**config.mk**
```make
export PLATFORM = sky130hd
export DESIGN_NAME = vga_raster_writer
export DESIGN_NICKNAME = d
export VERILOG_FILES = /design/src/rtl/vga_pkg.sv /design/src/rtl/vga_addr_gen.sv /design/src/rtl/vga_raster_writer.sv
export SDC_FILE = /design/constraint.sdc
export NUM_CORES = 1
export LEC_CHECK = 0
export CAP_MARGIN = 5
export CORE_MARGIN = 2
export CORE_UTILIZATION = 50
export CTS_CLUSTER_DIAMETER = 200
export DETAILED_ROUTE_END_ITERATION = 10
export PLACE_DENSITY = 0.72
export SLEW_MARGIN = 20
export SYNTH_ARGS = -nofsm -noshare
export SYNTH_HDL_FRONTEND = slang
export SYNTH_SLANG_ARGS = --single-unit
```
**constraint.sdc**
```tcl
create_clock -name clk -period 12.52 [get_ports clk]
set_clock_uncertainty 0.05 [all_clocks]
set_input_delay 2.504 -clock clk [delete_from_list [all_inputs] [get_ports clk]]
set_output_delay 2.504 -clock clk [all_outputs]
set_load 0.03 [all_outputs]
```
**src/rtl/vga_pkg.sv**
```systemverilog
// Shared types for the VGA raster writer.
//   vga_op_e    : command opcode carried on cmd_op
//   vga_state_e : writer FSM state
package vga_pkg;

  typedef enum logic [1:0] {
    OP_PLOT  = 2'd0,
    OP_FILL  = 2'd1,
    OP_CLEAR = 2'd2,
    OP_RSVD  = 2'd3
  } vga_op_e;

  typedef enum logic [1:0] {
    ST_IDLE  = 2'd0,
    ST_PLOT  = 2'd1,
    ST_FILL  = 2'd2,
    ST_CLEAR = 2'd3
  } vga_state_e;

endpackage

```
**src/rtl/vga_addr_gen.sv**
```systemverilog
// Rectangle raster walker for the VGA writer.
// Ports:
//   load_i           : capture a rectangle [x0..x1]x[y0..y1]; addr_o = y0*WIDTH+x0
//   step_i           : advance one pixel in raster order (x inner)
//   x0_i/y0_i/x1_i/y1_i : rectangle corners (inclusive, already validated)
//   addr_o           : current pixel address
//   last_o           : current pixel is the final one of the rectangle
// The only multiply happens at load; walking uses +1 along a row and
// +WIDTH on the row base when wrapping to the next row.
module vga_addr_gen
  import vga_pkg::*;
#(
  parameter int WIDTH  = 336,
  parameter int HEIGHT = 210,
  parameter int XW     = $clog2(WIDTH),
  parameter int YW     = $clog2(HEIGHT),
  parameter int AW     = $clog2(WIDTH*HEIGHT)
) (
  input  logic          clk,
  input  logic          reset_n,
  input  logic          load_i,
  input  logic          step_i,
  input  logic [XW-1:0] x0_i,
  input  logic [YW-1:0] y0_i,
  input  logic [XW-1:0] x1_i,
  input  logic [YW-1:0] y1_i,
  output logic [AW-1:0] addr_o,
  output logic          last_o
);

  localparam logic [AW-1:0] W_A = AW'(WIDTH);

  logic [XW-1:0] x_q, x_d, x0_q, x0_d, x1_q, x1_d;
  logic [YW-1:0] y_q, y_d, y1_q, y1_d;
  logic [AW-1:0] row_q, row_d, addr_q, addr_d;
  logic [AW-1:0] start_addr;

  assign start_addr = AW'(y0_i) * W_A + AW'(x0_i);
  assign last_o     = (x_q == x1_q) && (y_q == y1_q);
  assign addr_o     = addr_q;

  always_comb begin
    x_d    = x_q;
    y_d    = y_q;
    x0_d   = x0_q;
    x1_d   = x1_q;
    y1_d   = y1_q;
    row_d  = row_q;
    addr_d = addr_q;
    if (load_i) begin
      x_d    = x0_i;
      y_d    = y0_i;
      x0_d   = x0_i;
      x1_d   = x1_i;
      y1_d   = y1_i;
      row_d  = start_addr;
      addr_d = start_addr;
    end else if (step_i) begin
      if (x_q == x1_q) begin
        // row_q tracks the address of column x0 on the current row
        x_d    = x0_q;
        y_d    = y_q + YW'(1);
        row_d  = row_q + W_A;
        addr_d = row_q + W_A;
      end else begin
        x_d    = x_q + XW'(1);
        addr_d = addr_q + AW'(1);
      end
    end
  end

  always_ff @(posedge clk or negedge reset_n) begin
    if (!reset_n) begin
      x_q    <= '0;
      y_q    <= '0;
      x0_q   <= '0;
      x1_q   <= '0;
      y1_q   <= '0;
      row_q  <= '0;
      addr_q <= '0;
    end else begin
      x_q    <= x_d;
      y_q    <= y_d;
      x0_q   <= x0_d;
      x1_q   <= x1_d;
      y1_q   <= y1_d;
      row_q  <= row_d;
      addr_q <= addr_d;
    end
  end

endmodule

```
**src/rtl/vga_raster_writer.sv**
```systemverilog
// Command-driven framebuffer writer: PLOT one pixel, FILL a clamped
// rectangle, or CLEAR the whole frame, one pixel write per cycle.
// Ports:
//   clk, reset_n          : clock, async active-low reset
//   cmd_valid/cmd_ready   : command handshake (ready only in IDLE)
//   cmd_op                : 0 PLOT, 1 FILL, 2 CLEAR, 3 reserved (dropped)
//   cmd_x0/x1, cmd_y0/y1  : inclusive rectangle corners
//   cmd_color             : pixel colour, latched at accept
//   write_addr/data/enable: framebuffer write port
//   busy                  : FSM not in IDLE
//   drop_count            : saturating count of rejected commands
module vga_raster_writer
  import vga_pkg::*;
#(
  parameter int BITS_PER_CHANNEL = 1,
  parameter int CHANNELS         = 3,
  parameter int WIDTH            = 336,
  parameter int HEIGHT           = 210
) (
  input  logic                               clk,
  input  logic                               reset_n,
  input  logic                               cmd_valid,
  output logic                               cmd_ready,
  input  logic [1:0]                         cmd_op,
  input  logic [$clog2(WIDTH)-1:0]           cmd_x0,
  input  logic [$clog2(WIDTH)-1:0]           cmd_x1,
  input  logic [$clog2(HEIGHT)-1:0]          cmd_y0,
  input  logic [$clog2(HEIGHT)-1:0]          cmd_y1,
  input  logic [CHANNELS*BITS_PER_CHANNEL-1:0] cmd_color,
  output logic [$clog2(WIDTH*HEIGHT)-1:0]    write_addr,
  output logic [CHANNELS*BITS_PER_CHANNEL-1:0] write_data,
  output logic                               write_enable,
  output logic                               busy,
  output logic [7:0]                         drop_count
);

  localparam int XW = $clog2(WIDTH);
  localparam int YW = $clog2(HEIGHT);
  localparam int AW = $clog2(WIDTH*HEIGHT);
  localparam int DW = CHANNELS*BITS_PER_CHANNEL;

  // One extra bit so the bounds still fit when WIDTH/HEIGHT is a power of two
  localparam logic [XW:0]   W_L   = (XW+1)'(WIDTH);
  localparam logic [YW:0]   H_L   = (YW+1)'(HEIGHT);
  localparam logic [XW-1:0] X_MAX = XW'(WIDTH-1);
  localparam logic [YW-1:0] Y_MAX = YW'(HEIGHT-1);

  vga_state_e    state_q, state_d;
  logic [DW-1:0] color_q, color_d;
  logic [7:0]    drop_q, drop_d;

  logic          load, step, drop, last;
  logic [XW-1:0] lx0, lx1, x1_clamp;
  logic [YW-1:0] ly0, ly1, y1_clamp;
  logic          x0_ok, y0_ok;

  assign x0_ok    = {1'b0, cmd_x0} < W_L;
  assign y0_ok    = {1'b0, cmd_y0} < H_L;
  assign x1_clamp = ({1'b0, cmd_x1} >= W_L) ? X_MAX : cmd_x1;
  assign y1_clamp = ({1'b0, cmd_y1} >= H_L) ? Y_MAX : cmd_y1;

  vga_addr_gen #(
    .WIDTH (WIDTH),
    .HEIGHT(HEIGHT),
    .XW    (XW),
    .YW    (YW),
    .AW    (AW)
  ) u_addr_gen (
    .clk    (clk),
    .reset_n(reset_n),
    .load_i (load),
    .step_i (step),
    .x0_i   (lx0),
    .y0_i   (ly0),
    .x1_i   (lx1),
    .y1_i   (ly1),
    .addr_o (write_addr),
    .last_o (last)
  );

  always_comb begin
    state_d      = state_q;
    load         = 1'b0;
    step         = 1'b0;
    drop         = 1'b0;
    cmd_ready    = 1'b0;
    write_enable = 1'b0;
    lx0          = cmd_x0;
    ly0          = cmd_y0;
    lx1          = cmd_x0;
    ly1          = cmd_y0;
    unique case (state_q)
      ST_IDLE: begin
        cmd_ready = 1'b1;
        if (cmd_valid) begin
          case (vga_op_e'(cmd_op))
            OP_PLOT: begin
              if (x0_ok && y0_ok) begin
                load    = 1'b1;
                state_d = ST_PLOT;
              end else begin
                drop = 1'b1;
              end
            end
            OP_FILL: begin
              lx1 = x1_clamp;
              ly1 = y1_clamp;
              if (x0_ok && y0_ok && cmd_x0 <= x1_clamp && cmd_y0 <= y1_clamp) begin
                load    = 1'b1;
                state_d = ST_FILL;
              end else begin
                drop = 1'b1;
              end
            end
            OP_CLEAR: begin
              // whole frame as one rectangle walks 0..WIDTH*HEIGHT-1 ascending
              lx0     = '0;
              ly0     = '0;
              lx1     = X_MAX;
              ly1     = Y_MAX;
              load    = 1'b1;
              state_d = ST_CLEAR;
            end
            default: drop = 1'b1;
          endcase
        end
      end
      ST_PLOT: begin
        write_enable = 1'b1;
        state_d      = ST_IDLE;
      end
      ST_FILL, ST_CLEAR: begin
        write_enable = 1'b1;
        step         = 1'b1;
        if (last) state_d = ST_IDLE;
      end
      default: state_d = ST_IDLE;
    endcase
  end

  always_comb begin
    color_d = load ? cmd_color : color_q;
    drop_d  = (drop && drop_q != 8'hFF) ? drop_q + 8'd1 : drop_q;
  end

  always_ff @(posedge clk or negedge reset_n) begin
    if (!reset_n) begin
      state_q <= ST_IDLE;
      color_q <= '0;
      drop_q  <= '0;
    end else begin
      state_q <= state_d;
      color_q <= color_d;
      drop_q  <= drop_d;
    end
  end

  assign write_data = color_q;
  assign busy       = (state_q != ST_IDLE);
  assign drop_count = drop_q;

endmodule

```
# Word level (Yosys, flattened, before mapping)
# Index checks and enable logic that the tools add are counted.
# totals
reg_bits	90
out_inout_bits	31
input_bits	42
word_cells	95
# classes
eq_ne	13
reduce_logical	14
add_sub_neg	6
n_mul	1
n_lt_le_gt_ge	6
n_mux	45
# ops
op	n
$mux W17	6
$mux W9	9
$mux W8	9
$pmux W9 S2	1
$add A17 B1 Y17 const B	1
$add A17 B9 Y17	1
$add A17 B9 Y17 const B	1
$add A8 B1 Y8 const B	2
$pmux W8 S2	1
$mul A8 B5 Y13 const B	1
$pmux W2 S3	2
$mux W1	11
$add A9 B1 Y9 const B	1
$eq A9 B9 Y1	1
$ge A9 B9 Y1 const B	1
$le A9 B9 Y1	1
$lt A9 B9 Y1 const B	1
$eq A8 B8 Y1	1
$ge A8 B8 Y1 const B	1
$le A8 B8 Y1	1
$lt A8 B8 Y1 const B	1
$mux W2	4
$ne A8 B8 Y1 const B	1
$eq A2 B2 Y1 const B	3
12 further kinds	23

# Logic depth before layout (Yosys ltp)
# Gate-level depths: netlist of the first run.
# depth
depth_word	11
mapped_depth	19
ltp_nobuf	17

# Cells and area by module
# Synthesis of the first run repeated with hierarchy kept, for this count alone.
# hier_totals
cells_unflattened	837
hier_area_um2	7010.5
# by_module_without_submodules
mod	cells_each	instances	area_per_inst_um2
vga_addr_gen	613	1	5348.9
vga_raster_writer	224	1	1661.6

# Worst setup path before layout of the first run
# Ideal clock, no wire load.
# synth_path
kind	in2reg
start	in cmd_op[0]
end	reg u_addr_gen.addr_q[14] (netlist: u_addr_gen.addr_o[14])
stages	18
path_buffers	2
setup_slack_ps	5989
arrival_ps	6386
required_time_ps	12375
cell_sequence	inv_1 > ha_1 > clkbuf_1 > nand3_1 > clkbuf_1 > and2_1 > ha_1 > ha_1 > inv_1 > fa_1 > inv_1 > ha_1 > o21a_1 > a211oi_1 > nand3_1 > or3_1 > and3_1 > o31ai_1
# synth_between
elab_chain_cells	7
elab_cells_between_ends	16
cone_classes	add/sub: 1; mul: 1; eq/ne: 2; mux: 10; reduce/logical: 2
# synth_rtl
item	line_no	source
start: declaration	vga_raster_writer.sv:24	input logic [1:0] cmd_op,
$eq A2 B2 Y1	vga_raster_writer.sv:96	case (vga_op_e'(cmd_op))
$mux W8	vga_raster_writer.sv:96	
$mux W8	vga_raster_writer.sv:95	if (cmd_valid) begin
$mux W8	vga_raster_writer.sv:92	unique case (state_q)
$mul A8 B5 Y13	vga_addr_gen.sv:38	assign start_addr = AW'(y0_i) * W_A + AW'(x0_i);
$add A17 B9 Y17	vga_addr_gen.sv:38	
$mux W17	vga_addr_gen.sv:50	if (load_i) begin
end signal: assignment	vga_addr_gen.sv:88	addr_q <= addr_d;
end: declaration	vga_addr_gen.sv:35	logic [AW-1:0] row_q, row_d, addr_q, addr_d;
# Parallel ways exist; a longest one is shown, timed or not.
# A chain may end at the register's enable or synchronous reset.

# Final worst setup path of the first run
# Ends and elaborated chain as after synthesis.

==> results_dict.tcl, run 1 <==
set metrics [dict create \
    overflow 0 \
    post_cts_resized 0 \
    grt_start_max_net_pins 47 \
    whs_ps 446 \
    die_y_um 122 \
    required_ps 12710 \
    cts_buffers 9 \
    critPathKind "primary input to flip-flop" \
    diodes 0 \
    via_per_inst 6.03 \
    ys.flop_type "dfrtp_1" \
    synth_compound_area_share_pct 19.6 \
    ys_types 52 \
    startpoint_type "primary input" \
    vias 6085 \
    outcome "finished, final reports clean" \
    layout_common_cells "90 x dfrtp_1, 71 x clkdlybuf4s50_1, 65 x nor2_1" \
    r2r_cells 14 \
    cts.sinks 90 \
    ys_seq_area_share_pct 32.5 \
    p_sw_mw 0.727 \
    min_from "write_data[1]" \
    fin_ws_ps 5350 \
    syn_area_um2 6940 \
    post-route-util_pct 58.7 \
    vdd_drop_max_mv 0.105 \
    synth-async-reset-ratio_pct 100 \
    finalPower_mw 1.66 \
    port_buffers 72 \
    power.density_nw_per_um2 206 \
    synthMuxAreaShare_pct 6.26 \
    hold_class "flip-flop to flip-flop" \
    worst_pin_slew_ps 1090 \
    ctsHoldBuffers 0 \
    pre_cts_ws_ps 5000 \
    clkLatencyLatePin_ps 350 \
    drc 0 \
    grt_use_total_pct 25.2 \
    syn-mean-instance-area_um2 8.99 \
    crit_path_end_kind "flip-flop" \
    die_x_um 122 \
    area_delta_synth_final_pct 16.1 \
    grt_pass1_wl_um 29900 \
    start_util_pct 50.6 \
    r2r-start "state_q[1]" \
    cellLeakagePower_nw 3.50 \
    multi_input_area_um2 4430 \
    drive_gt1_share_pct 6.03 \
    layout_commonest_cell "dfrtp_1" \
    synth_cells 772 \
    maxCapViolations 0 \
    drtAntennaViolNets 0 \
    wire_per_inst_um 17.8 \
    core_um2 13700 \
    path_max_fanout 13 \
    initialDrtViolationCount 482 \
    r2r_end "u_addr_gen.addr_o[14]" \
    synthSimpleGateAreaFrac_pct 16.9 \
    hold_depth 1 \
    wl_um 18000 \
    synth_edf_count 0 \
    antenna_found_initial 0 \
    cts_tree "built" \
    ys_ff_latch 90 \
    die-area_um2 14800 \
    first_global_vias 5986 \
    power_frac_clock_pct 15.7 \
    ctsRootBufferMaster "clkbuf_16" \
    holdPathEnd "write_data[1]" \
    synth_fa_ha_area_share_pct 11.4 \
    comb_power_share_pct 49.1 \
    max_freq_mhz 139 \
    cts_setup_buffers 0 \
    gp_congestion 0.879 \
    setup_tns_ps 0 \
    seq_area_um2 2250 \
    design_area_um2 8060 \
    row_count 43 \
    h-tree-depth 3 \
    ctsLongestPathBuffers 2 \
    dr.pass1.iters 5 \
    slew_headroom_pct 27.4 \
    arrival_ps 7370 \
    clk_pin_slew_worst_paths_ps 70 \
    fin_nets 927 \
    p_sw_share_pct 43.8 \
    drv_slew 0 \
    setup_viol 0 \
    rsz0062_at_grt "no" \
    instances_no_fill 1009 \
    place_area_um2 7770 \
    min_period_ps 7170 \
    synth-warning-count 0 \
    p_int_mw 0.934 \
    dp.cells 993 \
    seq_power_share_pct 35.2 \
    num_io_pins 73 \
    reg2reg_setup_slack_ps 7140 \
    place_hpwl_um 13200 \
    min_period_over_period_pct 57.3 \
    finalHoldViolCount 0 \
    synth_top_family_by_area "compound AO/OA/AOI/OAI gates" \
    synth_xor_area_share_pct 9.54 \
    synth_nets 875 \
    startpoint "cmd_op[0]" \
    fill_cells 1200 \
]
## synth_stat cells (19+ instances only)
cell,number,area (µm²)
clkbuf_1,27,101
dfrtp_1,90,2250
xnor2_1,46,403
mux2i_1,22,220
o21ai_0,35,175
nand2_1,50,188
a21oi_1,55,275
a22o_1,19,166
nor2_1,65,244
nand3_1,31,155
ha_1,57,713
xor2_1,27,236
inv_1,27,101
## power by group through the flow
stage | combinational (mW) | sequential, mW | clock [mW]
detailed placement | 0.813 | 0.585 | 0
floorplan | 0.530 | 0.605 | 0
global placement | 0.792 | 0.576 | 0
finish | 0.816 | 0.584 | 0.261
global route | 0.900 | 0.607 | 0.275
CTS | 0.817 | 0.580 | 0.265
## layer usage
metal	up-vias	share of wire, %	wire length (µm)	global-route usage (%)
met5	-	0	0	0
met4	0	1.2	221	6.47
met3	15	4.5	808	3.89
met2	201	47	8470	41.1
met1	2941	47	8450	35.0
li1	2928	-	-	-
## state kept, by name, indices dropped and copies added (netlist names)
register / flops
drop_count: 8
state_q: 2
u_addr_gen.addr_o: 17
u_addr_gen.row_q: 17
u_addr_gen.x0_q: 9
u_addr_gen.x1_q: 9
u_addr_gen.x_q: 9
u_addr_gen.y1_q: 8
u_addr_gen.y_q: 8
write_data: 3
## layout make-up
class / count / area share (%)
Sequential cell: 90 / 28.0
Clock buffer: 11 / 3.01
Inverter: 27 / 1.26
Tap cell: 180 / 2.80
Clock inverter: 5 / 0.481
Timing Repair Buffer: 78 / 9.47
Multi-Input combinational cell: 618 / 55.0
## critical path, cell delays in order
cell and delay (ps):
clkdlybuf4s50_1 450, inv_1 100, ha_1 380, nand3_1 400, and2_1 350, ha_1 310, ha_1 320, fa_1 460
ha_1 370, o21ai_0 140, o21a_1 190, a211oi_1 380, nand3_1 190, or3_1 390, and3_1 200, o31ai_1 220
## worst max-delay path by stage
stage | cells past startpoint | slack, ps | to
2_1_floorplan | 18 | 5990 | u_addr_gen.addr_o[14]
3_3_place_gp | 17 | 5230 | u_addr_gen.row_q[14]
3_5_place_dp | 16 | 5000 | u_addr_gen.addr_o[14]
4_1_cts | 16 | 5370 | u_addr_gen.addr_o[14]
5_1_grt | 16 | 4940 | u_addr_gen.addr_o[14]
6_report | 16 | 5350 | u_addr_gen.addr_o[14]
## logic make-up after synthesis
group	Yosys count
xor+xnor	74
mux	41
compound gates	207
fa+ha+maj	61
buf+inv	64
flops	90
simple gates	235
Power figures use the tool's default switching activity.
==> run 2, diff against run 1 <==
==> constraint.sdc (replaced) <==
create_clock -name clk -period 6.6 [get_ports clk]
set_clock_uncertainty 0.05 [all_clocks]
set_input_delay 1.32 -clock clk [delete_from_list [all_inputs] [get_ports clk]]
set_output_delay 1.32 -clock clk [all_outputs]
set_load 0.03 [all_outputs]
==> results_dict.tcl, run 2 (synthesis gave the netlist of run 1 again) <==
set metrics [dict create \
    crit_family "adder cells" \
    grt_use_total_pct 25.0 \
    slowest_stage "fa_1" \
    min_period_ps 5450 \
    path_max_fanout 6 \
    max_freq_mhz 183 \
    startpoint_type "primary input" \
    reg2reg_setup_slack_ps 1510 \
    arrival_ps 5660 \
    crit_path_end_kind "flip-flop" \
    via_per_inst 6.07 \
    slew_headroom_pct 25.6 \
    holdPathEnd "u_addr_gen.row_q[0]" \
    power.density_nw_per_um2 396 \
    gp_congestion 0.931 \
    cts_tree "built" \
    critPathKind "primary input to flip-flop" \
    r2r_end "u_addr_gen.row_q[14]" \
    vdd_drop_max_mv 0.213 \
    num_io_pins 73 \
    wire_per_inst_um 17.8 \
    cp_num_buf_inv 2 \
    cts_setup_buffers 0 \
    row_count 43 \
    ctsLongestPathBuffers 2 \
    die-area_um2 14800 \
    cts.sinks 90 \
    crit_chain "clkdlybuf4s50_1 -> inv_1 -> ha_1 -> nand3_1 -> and2_1 -> ha_1 -> ha_1 -> fa_1 -> ha_1 -> o21ai_0 -> o21a_1 -> a211oi_1 -> nand3_1 -> or3_1 -> and3_1 -> o31ai_1" \
    rsz0062_at_grt "no" \
    min_period_over_period_pct 82.6 \
    diodes 0 \
    outcome "finished, final reports clean" \
    wl_um 18000 \
    die_x_um 122 \
    cpMostUsedCell "ha_1" \
    setup_tns_ps 0 \
    antenna_found_initial 0 \
    worst_pin_slew_ps 1110 \
    h-tree-depth 3 \
    cts_buffers 9 \
    fill_cells 1195 \
    start_util_pct 50.6 \
    first_global_vias 5940 \
    die_y_um 122 \
    initialDrtViolationCount 497 \
    finalHoldViolCount 0 \
    grt_start_max_net_pins 48 \
    min_from "u_addr_gen.row_q[0]" \
    hold_class "flip-flop to flip-flop" \
    drive_gt1_share_pct 6.37 \
    drtAntennaViolNets 0 \
    ctsHoldBuffers 0 \
    maxCapViolations 0 \
    dr.pass1.iters 5 \
    required_ps 6800 \
    fin_nets 932 \
    grt_pass1_wl_um 29500 \
    overflow 0 \
    clkLatencyLatePin_ps 360 \
    place_hpwl_um 13200 \
    post_cts_resized 0 \
    ctsRootBufferMaster "clkbuf_16" \
    drv_slew 0 \
    port_buffers 72 \
    post-route-util_pct 59.2 \
    clk_pin_slew_worst_paths_ps 60 \
    setup_viol 0 \
    layout_commonest_cell "dfrtp_1" \
    drc 0 \
    cellLeakagePower_nw 3.55 \
    area_delta_synth_final_pct 17.2 \
    r2r-start "state_q[1]" \
    layout_common_cells "90 x dfrtp_1, 71 x clkdlybuf4s50_1, 65 x nor2_1" \
    critical-path-max-stage-delay_ps 470 \
    hold_depth 2 \
    r2r_cells 14 \
    vias 6143 \
    core_um2 13700 \
]
[run 2: cell types whose count changed in the layout (fill, tap and decap cells not counted), sizes merged]
cell and change:
clkbuf -1, clkinvlp -1, clkinv -1, inv -1
buf +5, bufinv +2
[run 2: worst max path at each step]
stage | end | slack [ps] | cells past startpoint | startpoint
finish | u_addr_gen.row_q[14] | 1150 | 16 | cmd_op[0]
global route | u_addr_gen.addr_o[16] | 820 | 16 | cmd_op[0]
CTS | u_addr_gen.row_q[14] | 1170 | 16 | cmd_op[0]
detailed placement | u_addr_gen.addr_o[16] | 810 | 16 | cmd_op[0]
global placement | u_addr_gen.row_q[14] | 920 | 17 | cmd_op[0]
floorplan | u_addr_gen.addr_o[14] | 1250 | 18 | cmd_op[0]
[run 2: layout make-up]
type | instances | area [µm²] | share of cell area (%)
Tap cell | 180 | 225 | 2.77
Multi-Input combinational cell | 618 | 4430 | 54.5
Timing Repair Buffer | 83 | 801 | 9.85
Sequential cell | 90 | 2250 | 27.7
Clock inverter | 4 | 77.6 | 0.954
Clock buffer | 10 | 239 | 2.94
Inverter | 27 | 101 | 1.25
[run 2: power breakdown]
| part | internal [mW] | switching, mW |
|---|---|---|
| clock network | 0.339 | 0.223 |
| logic | 0.718 | 0.836 |
| registers | 0.792 | 0.314 |
[run 2: stage by stage]
step	hold WS [ps]	area, µm²	cells	power (mW)	worst slack, ps
floorplan	418	6940	772	2.15	1250
CTS	453	8130	1012	3.22	1170
global route	464	8130	1012	3.44	821
finish	451	8130	1012	3.22	1150
detailed placement	437	7810	998	2.65	807
global placement	423	7810	998	2.60	923
[run 2: worst register-to-register path, delay by kind of cell (launching register included)]
family                   cells  cell delay [ps]
AND/OR/NAND/NOR              6             1800
adder cells (fa/ha/maj)      4             1480
flip-flops                   1              770
AO/OA/AOI/OAI                4              910
[run 2: per-layer routing]
layer	vias up	global-route usage, %	wire length, µm
met5	-	0	0
met4	0	8.76	303
met3	21	3.46	872
met2	193	40.0	8500
met1	2997	34.7	8370
li1	2932	-	-
